`src/rtl/cache_line_writeback.sv`:
```
// Dirty-line write-back engine: captures a full cache line and its aligned base address,
// then streams the words to memory lowest-first over a valid/ack handshake.
module cache_line_writeback #(
  parameter int WORD_SIZE      = 32,
  parameter int WORDS_PER_LINE = 8
) (
  input  logic                                clk,
  input  logic                                clr_n,
  input  logic                                start,
  input  logic [WORD_SIZE-1:0]                line_addr_i,
  input  logic [WORD_SIZE*WORDS_PER_LINE-1:0] line_data_i,
  output logic                                mem_we_o,
  output logic [WORD_SIZE-1:0]                mem_addr_o,
  output logic [WORD_SIZE-1:0]                mem_data_o,
  input  logic                                mem_ack_i,
  output logic                                busy,
  output logic                                done
);

  localparam int LINE_BITS = $clog2(WORDS_PER_LINE);
  localparam int OFF_BITS  = LINE_BITS + 2;
  localparam logic [LINE_BITS-1:0] LAST_WORD = LINE_BITS'(WORDS_PER_LINE - 1);

  typedef enum logic [1:0] {IDLE, WRITE, DONE} state_t;

  state_t                                    state;
  logic [LINE_BITS-1:0]                      cnt;
  logic [WORD_SIZE-1:0]                      base;
  logic [WORDS_PER_LINE-1:0][WORD_SIZE-1:0]  buffer;
  logic                                      we_r;
  logic                                      busy_r;
  logic                                      done_r;

  always_ff @(posedge clk or negedge clr_n) begin
    if (!clr_n) begin
      state  <= IDLE;
      cnt    <= '0;
      base   <= '0;
      buffer <= '0;
      we_r   <= 1'b0;
      busy_r <= 1'b0;
      done_r <= 1'b0;
    end else begin
      case (state)
        IDLE: begin
          if (start) begin
            // Base is line-aligned, so word offsets never carry out of the line.
            base   <= {line_addr_i[WORD_SIZE-1:OFF_BITS], {OFF_BITS{1'b0}}};
            buffer <= line_data_i;
            cnt    <= '0;
            we_r   <= 1'b1;
            busy_r <= 1'b1;
            state  <= WRITE;
          end
        end
        WRITE: begin
          if (mem_ack_i) begin
            if (cnt == LAST_WORD) begin
              we_r   <= 1'b0;
              done_r <= 1'b1;
              state  <= DONE;
            end else begin
              cnt <= cnt + 1'b1;
            end
          end
        end
        DONE: begin
          cnt    <= '0;
          done_r <= 1'b0;
          busy_r <= 1'b0;
          state  <= IDLE;
        end
        default: begin
          cnt    <= '0;
          we_r   <= 1'b0;
          busy_r <= 1'b0;
          done_r <= 1'b0;
          state  <= IDLE;
        end
      endcase
    end
  end

  assign mem_we_o   = we_r;
  assign busy       = busy_r;
  assign done       = done_r;
  assign mem_addr_o = base + WORD_SIZE'({cnt, 2'b00});
  assign mem_data_o = buffer[cnt];

endmodule
```
`config.mk`:
```
export PLATFORM = sky130hd
export DESIGN_NAME = cache_line_writeback
export DESIGN_NICKNAME = d
export VERILOG_FILES = /design/src/rtl/cache_line_writeback.sv
export SDC_FILE = /design/constraint.sdc
export NUM_CORES = 1
export LEC_CHECK = 0
export BUFFER_PORTS_ARGS = -buffer_cell sky130_fd_sc_hd__buf_2
export CAP_MARGIN = 5
export CORE_ASPECT_RATIO = 0.9
export CORE_UTILIZATION = 57
export CTS_BUF_LIST = sky130_fd_sc_hd__clkbuf_4 sky130_fd_sc_hd__clkbuf_8
export DETAILED_ROUTE_END_ITERATION = 8
export PLACE_DENSITY = 0.86
export SLEW_MARGIN = 0
export SYNTH_ARGS = -nofsm -noshare
export SYNTH_HDL_FRONTEND = slang
export SYNTH_SLANG_ARGS = --single-unit
```
`constraint.sdc`:
```
create_clock -name clk -period 3.13 [get_ports clk]
set_clock_uncertainty 0.15 [all_clocks]
set_input_delay 0 -clock clk [delete_from_list [all_inputs] [get_ports clk]]
set_output_delay 0 -clock clk [all_outputs]
set_load 0.01 [all_outputs]
```
==> qor.csv, run 1 <==
metric,value,unit
Post-Syn Area,12900,um2
outcome,did not finish,
Synth Area in XOR/XNOR,0,
synth unique cells,24,
sequential element share of the synthesized area,0.566,
cts hold-fix bufs,288,
Row Count,51,
hpwl dp,20.0,mm
Synth top area share,0.566,
# port buffers,351,
largest family of logic cells by synthesized area,multiplexers,
# IOs,359,
mux contribution to synthesized area,0.389,
Failed at,4_1_cts,
post-synth top area cell,dfrtp_1,
die width,160,um
post-synthesis compound-gate area fraction,0.00457,
TritonCTS sink count,291,
Avg Inst Size Synth,17.3,um2
Clock Path Buffers,3,
post-cts sizing count,0,
Post-CTS Setup Inserts,0,
post-synthesis adder-cell area fraction,0.00194,
H-tree lvl count,2,
gpl congestion,0.808,
TritonCTS buffer count,47,
Post-Synth Simple-Gate Area,0.00399,
Initial Util,0.588,
Root Buffer,clkbuf_8,
Synth area leaders,"dfrtp_1 (57%), mux2_2 (28%), mux4_2 (11%), buf_6 (2.3%), buf_4 (0.64%)",
Tool Error,[ERROR RSZ-0060] Max buffer count reached.,
Synth Instances,744,
register bit count reported by yosys,291,
Die Ht,145,um
synth warn,0,
through the flow:
step,hold slack (ns),util,area [um2],setup WS (ns),std cells
after floorplan,-0.446,-,12900,1.39,745
after detailed placement,-0.0891,0.676,14800,0.901,1354
after global placement,-0.0880,0.676,14800,0.915,1354
cells by family after synthesis:
family	Yosys count
buffers and inverters	54
AND/OR/NAND/NOR	8
AO/OA/AOI/OAI	8
other	1
multiplexers	380
adder cells (fa/ha/maj)	2
flip-flops	291
cells in the mapped netlist, drive strengths merged:
cell type,n
inv,2
o21ai,1
dfrtp,291
mux4,64
and4,1
a21o,1
nor3b,2
a22o,2
a31oi,1
nor2,2
a21oi,1
nand3,1
clkbuf,5
ha,2
nand2,1
mux2,316
conb,1
nor2b,1
a311oi,2
buf,47
==> run 2: changes to the inputs <==
--- a/config.mk
+++ b/config.mk
@@ -7,11 +7,9 @@
 export LEC_CHECK = 0
 export BUFFER_PORTS_ARGS = -buffer_cell sky130_fd_sc_hd__buf_2
 export CAP_MARGIN = 5
-export CORE_ASPECT_RATIO = 0.9
-export CORE_UTILIZATION = 57
-export CTS_BUF_LIST = sky130_fd_sc_hd__clkbuf_4 sky130_fd_sc_hd__clkbuf_8
+export CORE_UTILIZATION = 40
 export DETAILED_ROUTE_END_ITERATION = 8
-export PLACE_DENSITY = 0.86
+export PLACE_DENSITY_LB_ADDON = 0.15
 export SLEW_MARGIN = 0
 export SYNTH_ARGS = -nofsm -noshare
 export SYNTH_HDL_FRONTEND = slang
==> run 2 against run 1 <==
  * The flow now finishes, with violations (hold timing)
  * Synthesized cell count did not move
  * Area after synthesis did not move
==> qor.csv, run 2 <==
metric,value,unit
met2 usage,0.342,
most used routing layer,met2,
post-layout util,0.599,
Slew @ Worst Pin,0.859,ns
worst hold path class,input pin to async pin,
Pwr Density,910,nW/um2
number of flip-flops in the largest register,256,
largest net degree at the start of global routing,109,
Via density,4.86,
Initial DRC Count,327,
CTS tree,yes,
Clock Path Buffers,3,
Antenna Cells,0,
failing checks,hold timing,
# IOs,359,
critical path arrival,2.52,ns
sequential element share of the synthesized area,0.566,
Final Cycle Share,0.853,
global-route wire length before repair,52.3,mm
RSZ-0062 raised after global routing,no,
TNS Setup,0,ns
Avg Inst Size Synth,17.3,um2
gpl congestion,0.720,
final setup fails,0,
Post-Syn Area,12900,um2
Largest regs,"buffer (256), base (27), cnt (3)",
TritonCTS sink count,291,
Root Buffer,clkbuf_16,
asr flop ratio synth,1.00,
total vias in the final route,8789,
number of synthesized flops with an enable pin,0,
final WL,31.8,mm
post-synth top area cell,dfrtp_1,
register bit count reported by yosys,291,
outcome,finished with violations,
core region area,31600,um2
most frequent cells in the layout,"buf_2 (350), mux2_2 (316), dfrtp_1 (288)",
Final Hold Violating Endpoints,3,
largest reg by FF count,buffer,
Pins Over Slew Limit,0,
synthesis-to-finish area growth,47.2,%
# port buffers,351,
critical path capture point type,output port,
vias in the first global route,10000,
Synth area leaders,"dfrtp_1 (57%), mux2_2 (28%), mux4_2 (11%), buf_6 (2.3%), buf_4 (0.64%)",
cell with the most instances after synthesis,mux2_2,
hpwl dp,19.4,mm
overall power,17.2,mW
Crit Path Category,flop to output port,
die area,32900,um2
max_slew headroom,0.427,
Critical Path RT,2.98,ns
Post-synth top flop,dfrtp_1,
TritonRoute pass-1 iters,4,
antenna violations before repair,0,
H-tree lvl count,2,
"commonest non-fill, non-tap cell in the layout",buf_2,
Worst-Skew Late Latency,0.50,ns
Row Count,65,
total congestion overflow,0,
share of post-route cells with drive strength above 1,0.569,
FMAX,0.375,GHz
final hold slack,-0.00890,ns
synth unique cells,24,
Tot GR Track Use,0.200,
Commonest cells post-synth,"mux2_2 (316), dfrtp_1 (291), mux4_2 (64)",
Crit Path Max Fanout,32,
Post-CTS Setup Inserts,0,
Leakage,8.50,nW
Max VDD drop,512,uV
DRC,0,
fin crit period,2.67,ns
Die Ht,181,um
Synth top area share,0.566,
maxcap violations,0,
TritonCTS buffer count,34,
Synth Instances,744,
clock slew at reported path FFs,0.06,ns
met3 Use GR,0.0437,
die width,181,um
synth warn,0,
routed length per instance,17.6,um
Post-layout nets,1676,
post-cts sizing count,0,
GR Util met1,0.255,
type of origin of the critical path,flop,
DRT antenna net count,0,
Initial Util,0.407,
run 2: power by group:
part / internal [mW] / total [mW] / leakage, nW / switching [mW]
clock network: 2.39 / 3.90 / 0.551 / 1.51
logic: 4.22 / 6.64 / 4.42 / 2.42
registers: 5.64 / 6.70 / 3.53 / 1.06
total: 12.3 / 17.2 / 8.50 / 4.98
run 2: path summary, 6_finish.rpt:
path | start | end | slack [ns] | cells past startpoint
worst max register to register | cnt[0]$_DFFE_PN0P_ | state[0]$_DFFE_PN0P_ | 0.89 | 4
worst min-delay path | clr_n | base[23]$_DFFE_PN0P_ | -0.009 | 2
min in group clk | line_data_i[67] | buffer[67]$_DFFE_PN0P_ | 0.12 | 3
worst min register to register | busy$_DFFE_PN0P_ | busy$_DFFE_PN0P_ | 0.33 | 1
worst max-delay path | cnt[0]$_DFFE_PN0P_ | mem_data_o[16] | 0.46 | 4
max in group asynchronous | clr_n | buffer[171]$_DFFE_PN0P_ | 1.97 | 3
run 2: cells by family after synthesis:
family,share of synthesized area
DFF,0.566
and+or+nand+nor,0.00399
muxes,0.389
other,0.000291
adders and majority gates,0.00194
AOI/OAI and AO/OA,0.00457
buffers and inverters,0.0348
run 2: metrics by stage:
step                      setup WS [ns]  cells  area [um2]
after floorplan                    1.39    745       12900
after global placement            0.912   1461       15000
after detailed placement          0.912   1461       15000
after CTS                         0.357   1807       18900
after global routing              0.288   1807       18900
final                             0.461   1807       18900
run 2: metal layers:
layer / part of all wire / vias up
met2: 0.49 / 266
li1: - / 4068
met5: 0 / -
met4: 0.023 / 0
met1: 0.43 / 4402
met3: 0.056 / 53
run 2: final cells by class:
type | instances | area, um2
Sequential cell | 291 | 7290
Clock inverter | 6 | 55.1
Inverter | 2 | 7.51
Fill cell | 2485 | 12700
Tap cell | 402 | 503
Clock buffer | 53 | 1060
Multi-Input combinational cell | 400 | 5150
Timing Repair Buffer | 653 | 4880
run 2: critical path, stage by stage, from the launching register on:
cell     delay [ns]
dfrtp_4        0.69
buf_12         0.34
mux4_2         0.56
mux2_2         0.27
buf_2          0.15
run 2: timing repair:
item / 4_1_cts / 5_1_grt
hold buffers: 287 / 0
endpoints found under the setup margin: 0 / 0
endpoints found under the hold margin: 433 / 0
Note: power is estimated with default switching activity, not from simulation.
==> run 3: changes to the inputs <==
--- a/config.mk
+++ b/config.mk
@@ -7,9 +7,10 @@
 export LEC_CHECK = 0
 export BUFFER_PORTS_ARGS = -buffer_cell sky130_fd_sc_hd__buf_2
 export CAP_MARGIN = 5
-export CORE_UTILIZATION = 40
+export CORE_UTILIZATION = 55
+export CTS_BUF_LIST = sky130_fd_sc_hd__clkbuf_4
 export DETAILED_ROUTE_END_ITERATION = 8
-export PLACE_DENSITY_LB_ADDON = 0.15
+export PLACE_DENSITY = 0.87
 export SLEW_MARGIN = 0
 export SYNTH_ARGS = -nofsm -noshare
 export SYNTH_HDL_FRONTEND = slang
==> run 3 against run 2 <==
  * The run now fails in 4_1_cts
  * Area after synthesis unchanged
  * Synthesized cell count is the same
==> qor.csv, run 3 <==
metric,value,unit
cts hold-fix bufs,303,
Row Count,55,
hpwl dp,19.4,mm
Post-Syn Area,12900,um2
# port buffers,351,
Initial Util,0.565,
# IOs,359,
post-synth top area cell,dfrtp_1,
outcome,did not finish,
Post-CTS Setup Inserts,0,
sequential element share of the synthesized area,0.566,
Tool Error,[ERROR RSZ-0060] Max buffer count reached.,
gpl congestion,0.759,
Failed at,4_1_cts,
Synth top area share,0.566,
die width,155,um
synth warn,0,
asr flop ratio synth,1.00,
TritonCTS sink count,291,
Clock Path Buffers,3,
register bit count reported by yosys,291,
Avg Inst Size Synth,17.3,um2
Commonest cells post-synth,"mux2_2 (316), dfrtp_1 (291), mux4_2 (64)",
synth unique cells,24,
number of synthesized flops with an enable pin,0,
Synth area leaders,"dfrtp_1 (57%), mux2_2 (28%), mux4_2 (11%), buf_6 (2.3%), buf_4 (0.64%)",
cell with the most instances after synthesis,mux2_2,
post-cts sizing count,0,
Post-synth top flop,dfrtp_1,
Die Ht,155,um
Root Buffer,clkbuf_4,
TritonCTS buffer count,77,
Synth Instances,744,
H-tree lvl count,3,
==> run 3: cell counts after synthesis <==
No cell type changed its count.
==> run 3: through the flow <==
stage | setup slack, ns | std cells | area [um2] | hold slack (ns)
global placement | 0.978 | 1373 | 14800 | -0.0381
detailed placement | 0.953 | 1373 | 14800 | -0.0354
floorplan | 1.39 | 745 | 12900 | -0.446
==> run 3: cells by family after synthesis <==
group                      count (synthesis)  synth area share
muxes                                    380             0.389
DFF                                      291             0.566
buffers and inverters                     54            0.0348
AOI/OAI and AO/OA                          8           0.00457
and+or+nand+nor                            8           0.00399
adders and majority gates                  2           0.00194
other                                      1          0.000291
